### src/rtl/pla_risc_opcode_fetch.sv
// pla_risc_opcode_fetch: instruction-fetch front end for the RISC control-decode PLA.
// Issues sequential fetch requests while there is space for their replies, buffers the
// returned opcodes in a prefetch FIFO, and presents the oldest opcode to the decoder.
// Build option: define FETCH_HALT_EN to add the 'halted' output. In that build a buffered
// 8'hFF opcode stops further request issue until the next redirect or reset.
// Handshake rule on both the memory request and the decoder side: a transfer happens on
// a rising edge where valid && ready. Valid never depends on ready. While valid is high
// and ready is low, the payload holds steady.
module pla_risc_opcode_fetch #(
    parameter int                ADDR_W   = 8,
    parameter int                DEPTH    = 4,
    parameter logic [ADDR_W-1:0] RESET_PC = '0
) (
    input  logic              clk,
    input  logic              rst,
    output logic              imem_req_valid,
    input  logic              imem_req_ready,
    output logic [ADDR_W-1:0] imem_req_addr,
    input  logic              imem_rsp_valid,
    input  logic [7:0]        imem_rsp_data,
    input  logic              redirect_valid,
    input  logic [ADDR_W-1:0] redirect_pc,
    output logic              op_valid,
    input  logic              op_ready,
    output logic [7:0]        op,
    output logic [ADDR_W-1:0] op_pc,
`ifdef FETCH_HALT_EN
    output logic              halted,
`endif
    output logic              dbg_state_o
);

    localparam int PTR_W = (DEPTH > 1) ? $clog2(DEPTH) : 1;
    localparam int CNT_W = $clog2(DEPTH + 1);
    localparam int SUM_W = CNT_W + 1;
    localparam logic [CNT_W-1:0]  CNT_ONE = CNT_W'(1);
    localparam logic [PTR_W-1:0]  PTR_ONE = PTR_W'(1);
    localparam logic [ADDR_W-1:0] PC_ONE  = ADDR_W'(1);
    localparam logic [SUM_W-1:0]  CREDITS = SUM_W'(DEPTH);
    localparam logic [CNT_W-1:0]  FULL    = CNT_W'(DEPTH);

    typedef enum logic {
        ST_FETCH = 1'b0,
        ST_FLUSH = 1'b1
    } state_t;

    state_t            state_q, state_d;
    logic [ADDR_W-1:0] pc_q, pc_d;
    logic [ADDR_W-1:0] rsp_pc_q, rsp_pc_d;
    logic [CNT_W-1:0]  outstanding_q, outstanding_d;
    logic [CNT_W-1:0]  drop_cnt_q, drop_cnt_d;
    logic [CNT_W-1:0]  count_q, count_d;
    logic [CNT_W-1:0]  rem_cnt;
    logic [PTR_W-1:0]  rd_ptr_q, rd_ptr_d;
    logic [PTR_W-1:0]  wr_ptr_q, wr_ptr_d;
    logic [PTR_W-1:0]  head_idx;
    logic [7:0]        op_q, op_d;
    logic [ADDR_W-1:0] op_pc_q, op_pc_d;
    logic              started_q;

    logic [7:0]        mem_op_q [DEPTH];
    logic [ADDR_W-1:0] mem_pc_q [DEPTH];

    logic req_hs;
    logic push;
    logic pop;
    logic drop;
    logic issue_hold;
    logic credit_ok;

`ifdef FETCH_HALT_EN
    logic halted_q;
    assign issue_hold = halted_q;
    assign halted     = halted_q;
`else
    assign issue_hold = 1'b0;
`endif

    // Credit rule: FIFO entries plus replies still owed never exceed DEPTH.
    // This is what makes an overflowing push impossible.
    assign credit_ok      = ({1'b0, count_q} + {1'b0, outstanding_q}) < CREDITS;
    // started_q keeps the first cycle after reset quiet.
    assign imem_req_valid = ~rst & started_q & (state_q == ST_FETCH) & ~redirect_valid
                          & ~issue_hold & credit_ok;
    assign imem_req_addr  = pc_q;
    assign req_hs         = imem_req_valid & imem_req_ready;
    assign drop           = imem_rsp_valid & (drop_cnt_q != '0);
    assign push           = imem_rsp_valid & (drop_cnt_q == '0) & ~redirect_valid;
    assign op_valid       = (count_q != '0);
    assign pop            = op_valid & op_ready & ~redirect_valid;
    assign op             = op_q;
    assign op_pc          = op_pc_q;
    assign dbg_state_o    = state_q;

    // Next-state logic. Redirect wins over everything except reset. The registered head
    // (op_q/op_pc_q) is reloaded with whatever entry will be oldest after this edge.
    always_comb begin
        outstanding_d = outstanding_q;
        if (req_hs && !imem_rsp_valid) begin
            outstanding_d = outstanding_q + CNT_ONE;
        end else if (!req_hs && imem_rsp_valid) begin
            outstanding_d = outstanding_q - CNT_ONE;
        end

        pc_d       = pc_q;
        rsp_pc_d   = rsp_pc_q;
        drop_cnt_d = drop_cnt_q;
        state_d    = state_q;
        count_d    = count_q;
        rd_ptr_d   = rd_ptr_q;
        wr_ptr_d   = wr_ptr_q;
        op_d       = op_q;
        op_pc_d    = op_pc_q;
        rem_cnt    = count_q - (pop ? CNT_ONE : '0);
        head_idx   = pop ? (rd_ptr_q + PTR_ONE) : rd_ptr_q;

        if (redirect_valid) begin
            // Every reply still owed, including any request accepted now and excluding
            // any reply arriving now, belongs to the old stream and gets dropped.
            pc_d       = redirect_pc;
            rsp_pc_d   = redirect_pc;
            drop_cnt_d = outstanding_d;
            count_d    = '0;
            rd_ptr_d   = '0;
            wr_ptr_d   = '0;
            if ((state_q == ST_FLUSH) || (outstanding_d != '0)) begin
                state_d = ST_FLUSH;
            end else begin
                state_d = ST_FETCH;
            end
        end else begin
            if (req_hs) begin
                pc_d = pc_q + PC_ONE;
            end
            if (drop) begin
                drop_cnt_d = drop_cnt_q - CNT_ONE;
            end
            if (push) begin
                rsp_pc_d = rsp_pc_q + PC_ONE;
                wr_ptr_d = wr_ptr_q + PTR_ONE;
            end
            if (pop) begin
                rd_ptr_d = rd_ptr_q + PTR_ONE;
            end
            count_d = rem_cnt + (push ? CNT_ONE : '0);
            if (count_d != '0) begin
                if (rem_cnt == '0) begin
                    // The only remaining entry is the one arriving now.
                    op_d    = imem_rsp_data;
                    op_pc_d = rsp_pc_q;
                end else begin
                    op_d    = mem_op_q[head_idx];
                    op_pc_d = mem_pc_q[head_idx];
                end
            end
            if ((state_q == ST_FLUSH) && (drop_cnt_q == '0)) begin
                state_d = ST_FETCH;
            end
        end
    end

    // Control state, FSM and registered decoder outputs.
    always_ff @(posedge clk) begin
        if (rst) begin
            state_q       <= ST_FETCH;
            pc_q          <= RESET_PC;
            rsp_pc_q      <= RESET_PC;
            outstanding_q <= '0;
            drop_cnt_q    <= '0;
            count_q       <= '0;
            rd_ptr_q      <= '0;
            wr_ptr_q      <= '0;
            op_q          <= '0;
            op_pc_q       <= '0;
            started_q     <= 1'b0;
        end else begin
            state_q       <= state_d;
            pc_q          <= pc_d;
            rsp_pc_q      <= rsp_pc_d;
            outstanding_q <= outstanding_d;
            drop_cnt_q    <= drop_cnt_d;
            count_q       <= count_d;
            rd_ptr_q      <= rd_ptr_d;
            wr_ptr_q      <= wr_ptr_d;
            op_q          <= op_d;
            op_pc_q       <= op_pc_d;
            started_q     <= 1'b1;
        end
    end

    // Prefetch storage. Each entry holds the opcode and the PC it was fetched from.
    always_ff @(posedge clk) begin
        if (push) begin
            mem_op_q[wr_ptr_q] <= imem_rsp_data;
            mem_pc_q[wr_ptr_q] <= rsp_pc_q;
        end
    end

`ifdef FETCH_HALT_EN
    // Halt latch: set by a buffered 8'hFF, cleared by redirect or reset.
    always_ff @(posedge clk) begin
        if (rst) begin
            halted_q <= 1'b0;
        end else if (redirect_valid) begin
            halted_q <= 1'b0;
        end else if (push && (imem_rsp_data == 8'hFF)) begin
            halted_q <= 1'b1;
        end
    end
`endif

    fifo_no_overflow_a: assert property (@(posedge clk) disable iff (rst)
        !(push && (count_q == FULL)));

endmodule

### config.mk
export PLATFORM = sky130hd
export DESIGN_NAME = pla_risc_opcode_fetch
export DESIGN_NICKNAME = d
export VERILOG_FILES = /design/src/rtl/pla_risc_opcode_fetch.sv
export SDC_FILE = /design/constraint.sdc
export NUM_CORES = 1
export LEC_CHECK = 0
export CAP_MARGIN = 20
export CORE_ASPECT_RATIO = 0.75
export CORE_MARGIN = 8
export CORE_UTILIZATION = 45
export CTS_BUF_LIST = sky130_fd_sc_hd__clkbuf_4 sky130_fd_sc_hd__clkbuf_8
export CTS_CLUSTER_DIAMETER = 60
export DETAILED_ROUTE_END_ITERATION = 10
export GPL_ROUTABILITY_DRIVEN = 0
export PLACE_DENSITY = 0.67
export SLEW_MARGIN = 20
export SYNTH_ARGS = -nofsm -noshare
export SYNTH_HDL_FRONTEND = slang
export SYNTH_SLANG_ARGS = --single-unit
export TNS_END_PERCENT = 1
### constraint.sdc
create_clock -name clk -period 4.8 [get_ports clk]
set_input_delay 1.44 -clock clk [delete_from_list [all_inputs] [get_ports clk]]
set_output_delay 1.44 -clock clk [all_outputs]
set_load 0.03 [all_outputs]
==> key figures <==
Outcome
  • Status: finished clean

Route
  • DRC: 0
  • Final WL: 13500 um
  • Antenna-violating nets left: 0
  • Drt initial violations: 329
  • DR pass1 iterations: 5
  • Routed WL per cell: 18.6 um
  • Vias/cell: 5.95
  • Vias: 4321

STA
  • Final setup TNS: 0 ns
  • Clock Skews: 0.00678 ns
  • Slew Limit Fails: 0
  • Max Clock Freq: 240 MHz
  • Slew HR: 39.0%
  • Fin. Hold Viols: 0
  • Least-Margin Pin Slew: 0.911 ns
  • Tmin final: 4.17 ns
  • Unrepaired setup endpoints after global routing: no
  • Setup ws final: 0.631 ns
  • Final setup vio count: 0
  • Fin Hold WS: 0.505 ns
  • Part of the cycle the worst path needs: 86.9%

Die
  • Die area: 0.0163 mm^2
  • Num rows: 35
  • Starting Density: 45.8%
  • Die Wd: 145 um
  • Die Ht: 112 um
  • Std-Cell Core Area: 0.0122 mm^2
  • Io pins: 49

Logic synthesis
  • Synth cell types: 57
  • Mux share of post-synthesis cell area: 3.09%
  • Prevailing post-synth register cell: edfxtp_1
  • Async S/R FF share, synth: 0%
  • Largest family of logic cells by synthesized area: simple AND/OR/NAND/NOR gates
  • Mapped cell area: 0.00558 mm^2
  • Synth warn: 0
  • Mapped Cells: 520
  • Adder-Cell Fraction of Synth Area: 3.59%
  • Syn Nets: 558
  • EDFF count, synth: 64
  • #FFs+latches synth: 111
  • Simple-Gate Fraction of Synth Area: 21.6%
  • Syn avg cell area: 10.7 um^2
  • Compound-Gate Fraction of Synth Area: 12.9%
  • Register area share after synthesis: 51.3%
  • Synth Area in XOR/XNOR: 3.07%

Critical path
  • CP startpoint kind: primary input
  • Top cell family by delay on the critical path: buffers and inverters
  • Worst endpoint required time: 3.36 ns
  • WP data arrival: 2.73 ns
  • CP max stage cell: clkdlybuf4s50_1
  • Slowest stage delay, CP: 0.52 ns
  • CP endpoint kind: primary output
  • CP Buf/Inv Count: 2
  • Worst-path maximum fanout: 4
  • Critical path cell sequence: clkdlybuf4s50_1 > nor4b_2 > and3_1 > buf_4
  • Critical setup path kind: primary input to primary output

Final layout
  • Diode count: 0
  • Seq. cell area: 0.00286 mm^2
  • Final nets: 593
  • Layout Cells excl Fill: 726
  • Multi-input gate area: 0.00247 mm^2
  • Fillers: 1096
  • Fraction of final layout cells sized beyond drive strength 1: 10.4%
  • Syn-to-layout area delta: 13.9%

Place
  • DP Worst Slack: 0.598 ns
  • Dpl cells: 710
  • Detailed placement HPWL: 8440 um
  • Port buffer count: 48

GRT
  • Total gr overflow: 0
  • All-Layer GR Usage: 17.3%
  • Initial antenna violation count: 0
  • Number of global-route vias before repair: 4227
  • First-pass GRT wire length: 22100 um
  • Largest net degree at the start of global routing: 62

Clock tree
  • Sink Count: 111
  • Clock tree from TritonCTS: done
  • H-Tree Depth: 3
  • Postcts setup bufs: 0
  • CTS Buf Count: 9
  • # hold bufs at CTS: 0
  • Post-cts resize count: 0
  • CTS root buf: clkbuf_8
  • Clk buf depth: 2
  • Reg clk slew, reported paths: 0.09 ns
  • Clock latency on the worst-skew pair: 0.37 ns

Power and ir drop
  • Clk pwr share: 27.4%
  • Total chip power: 1830 uW
  • Total power density per cell area: 289 mW/mm^2
  • Leak: 0.00237 uW
  • Comb power frac: 13.8%
  • Fraction of power consumed by sequential logic: 58.8%
  • Peak VDD IR: 134 uV
  • Switching power: 482 uW
  • Cell-internal power: 1350 uW
  • Switching Fraction: 26.3%

Job
  • Max-cap viol count: 0

Worst hold path
  • HP Class: flop to flop
[power by group through the flow]
stage / clock network, uW / registers (uW) / logic [uW]
floorplan: 0 / 1110 / 143
global placement: 0 / 1100 / 251
detailed placement: 0 / 1100 / 254
CTS: 515 / 1080 / 255
global route: 547 / 1080 / 276
finish: 503 / 1080 / 254
[through the flow]
| step | util (%) | cell area (um^2) |
|---|---|---|
| 2_1_floorplan | - | 5580 |
| 3_3_place_gp | 50.8 | 6180 |
| 3_5_place_dp | 50.8 | 6180 |
| 4_1_cts | 52.2 | 6350 |
| 5_1_grt | 52.2 | 6350 |
| 6_report | 52.2 | 6350 |
[placed cells by master, fill, tap and decap left out, drive strengths merged, types with 3 or more instances in the layout]
cell type      Yosys  routed
o21ai              7       7
nand3              5       5
or4               16      16
or3                3       3
clkinv             1       3
a21oi             12      12
and3               8       8
o31ai             16      16
o21a               3       3
nand2             23      23
edfxtp            64      64
a31oi             20      20
xor2               5       5
and2               5       5
clkbuf            19      12
a211oi             5       5
mux2i             15      15
nand4              7       7
a211o             14      14
nor3              97      97
nand2b             4       4
ha                16      16
xnor2             12      12
inv               13      13
buf               20      16
a21boi             4       4
clkdlybuf4s50      0      47
dfxtp             47      47
nor2              21      21
nor3b             16      16
[per-layer routing]
metal	up-vias	global-route usage [%]	share of wire, %
met3	11	4.07	6.5
met1	2124	22.3	44
met4	0	4.98	1.0
li1	2037	-	-
met2	149	28.2	49
met5	-	0	0
[worst min-delay path: stages, from the launching register on]
cell	delay [ns]
dfxtp_1	0.35
nand2_1	0.06
a21oi_1	0.05
[registers in the layout, indices dropped and copies added, names as in the netlist]
name and cells:
drop_cnt_q 3, count_q 3, rd_ptr_q 2, imem_req_addr 8, mem_op_q 32, wr_ptr_q 2, dbg_state_o 1, mem_pc_q 32
rsp_pc_q 8, started_q 1, op 8, outstanding_q 3, op_pc 8
[final cells by class]
class	count	area share, %
inverters	14	0.866
well taps	166	3.27
clock inverters	4	0.374
repair buffers	63	9.29
clock buffers	12	2.30
multi-input cells	356	38.8
flip-flops and latches	111	45.0
[logic make-up after synthesis]
group	after synthesis
simple gates	215
fa+ha+maj	16
flops	111
mux	17
xor+xnor	18
compound gates	90
buf+inv	53
[worst paths after layout]
check / start / end / slack, ns / depth (start not counted)
max: redirect_valid / imem_req_valid / 0.63 / 4
min: wr_ptr_q[1]$_SDFFE_PP0P_ / wr_ptr_q[1]$_SDFFE_PP0P_ / 0.51 / 2
max reg2reg: count_q[2]$_SDFF_PP0_ / op_pc[5]$_SDFFE_PP0P_ / 1.96 / 13
min reg2reg: wr_ptr_q[1]$_SDFFE_PP0P_ / wr_ptr_q[1]$_SDFFE_PP0P_ / 0.51 / 2
[cell usage after synthesis, types with 2 or more instances]
cell type / count / area [um^2]
a31oi_1: 20 / 125
o31ai_2: 15 / 188
o211ai_1: 2 / 15.0
or3_1: 2 / 12.5
and3_1: 8 / 50.1
o21ai_0: 7 / 35.0
nand4_1: 7 / 43.8
inv_1: 12 / 45.0
ha_1: 16 / 200
a211o_1: 14 / 123
xnor2_1: 12 / 105
buf_1: 2 / 7.51
nor3_1: 97 / 485
nor3b_1: 16 / 120
nand3b_1: 2 / 15.0
buf_4: 3 / 22.5
and2_1: 5 / 31.3
o21a_1: 3 / 22.5
clkbuf_1: 19 / 71.3
xor2_1: 5 / 43.8
nand3_1: 4 / 20.0
mux2_2: 2 / 22.5
mux2i_1: 15 / 150
or4_1: 16 / 120
nor2_1: 21 / 78.8
a211oi_1: 4 / 30.0
a21boi_0: 4 / 30.0
buf_2: 12 / 60.1
a311oi_1: 2 / 17.5
nand2_1: 22 / 82.6
edfxtp_1: 64 / 1920
buf_6: 3 / 33.8
nand2b_1: 4 / 25.0
dfxtp_1: 47 / 941
a21oi_1: 11 / 55.1
Power figures use the tool's default switching activity.
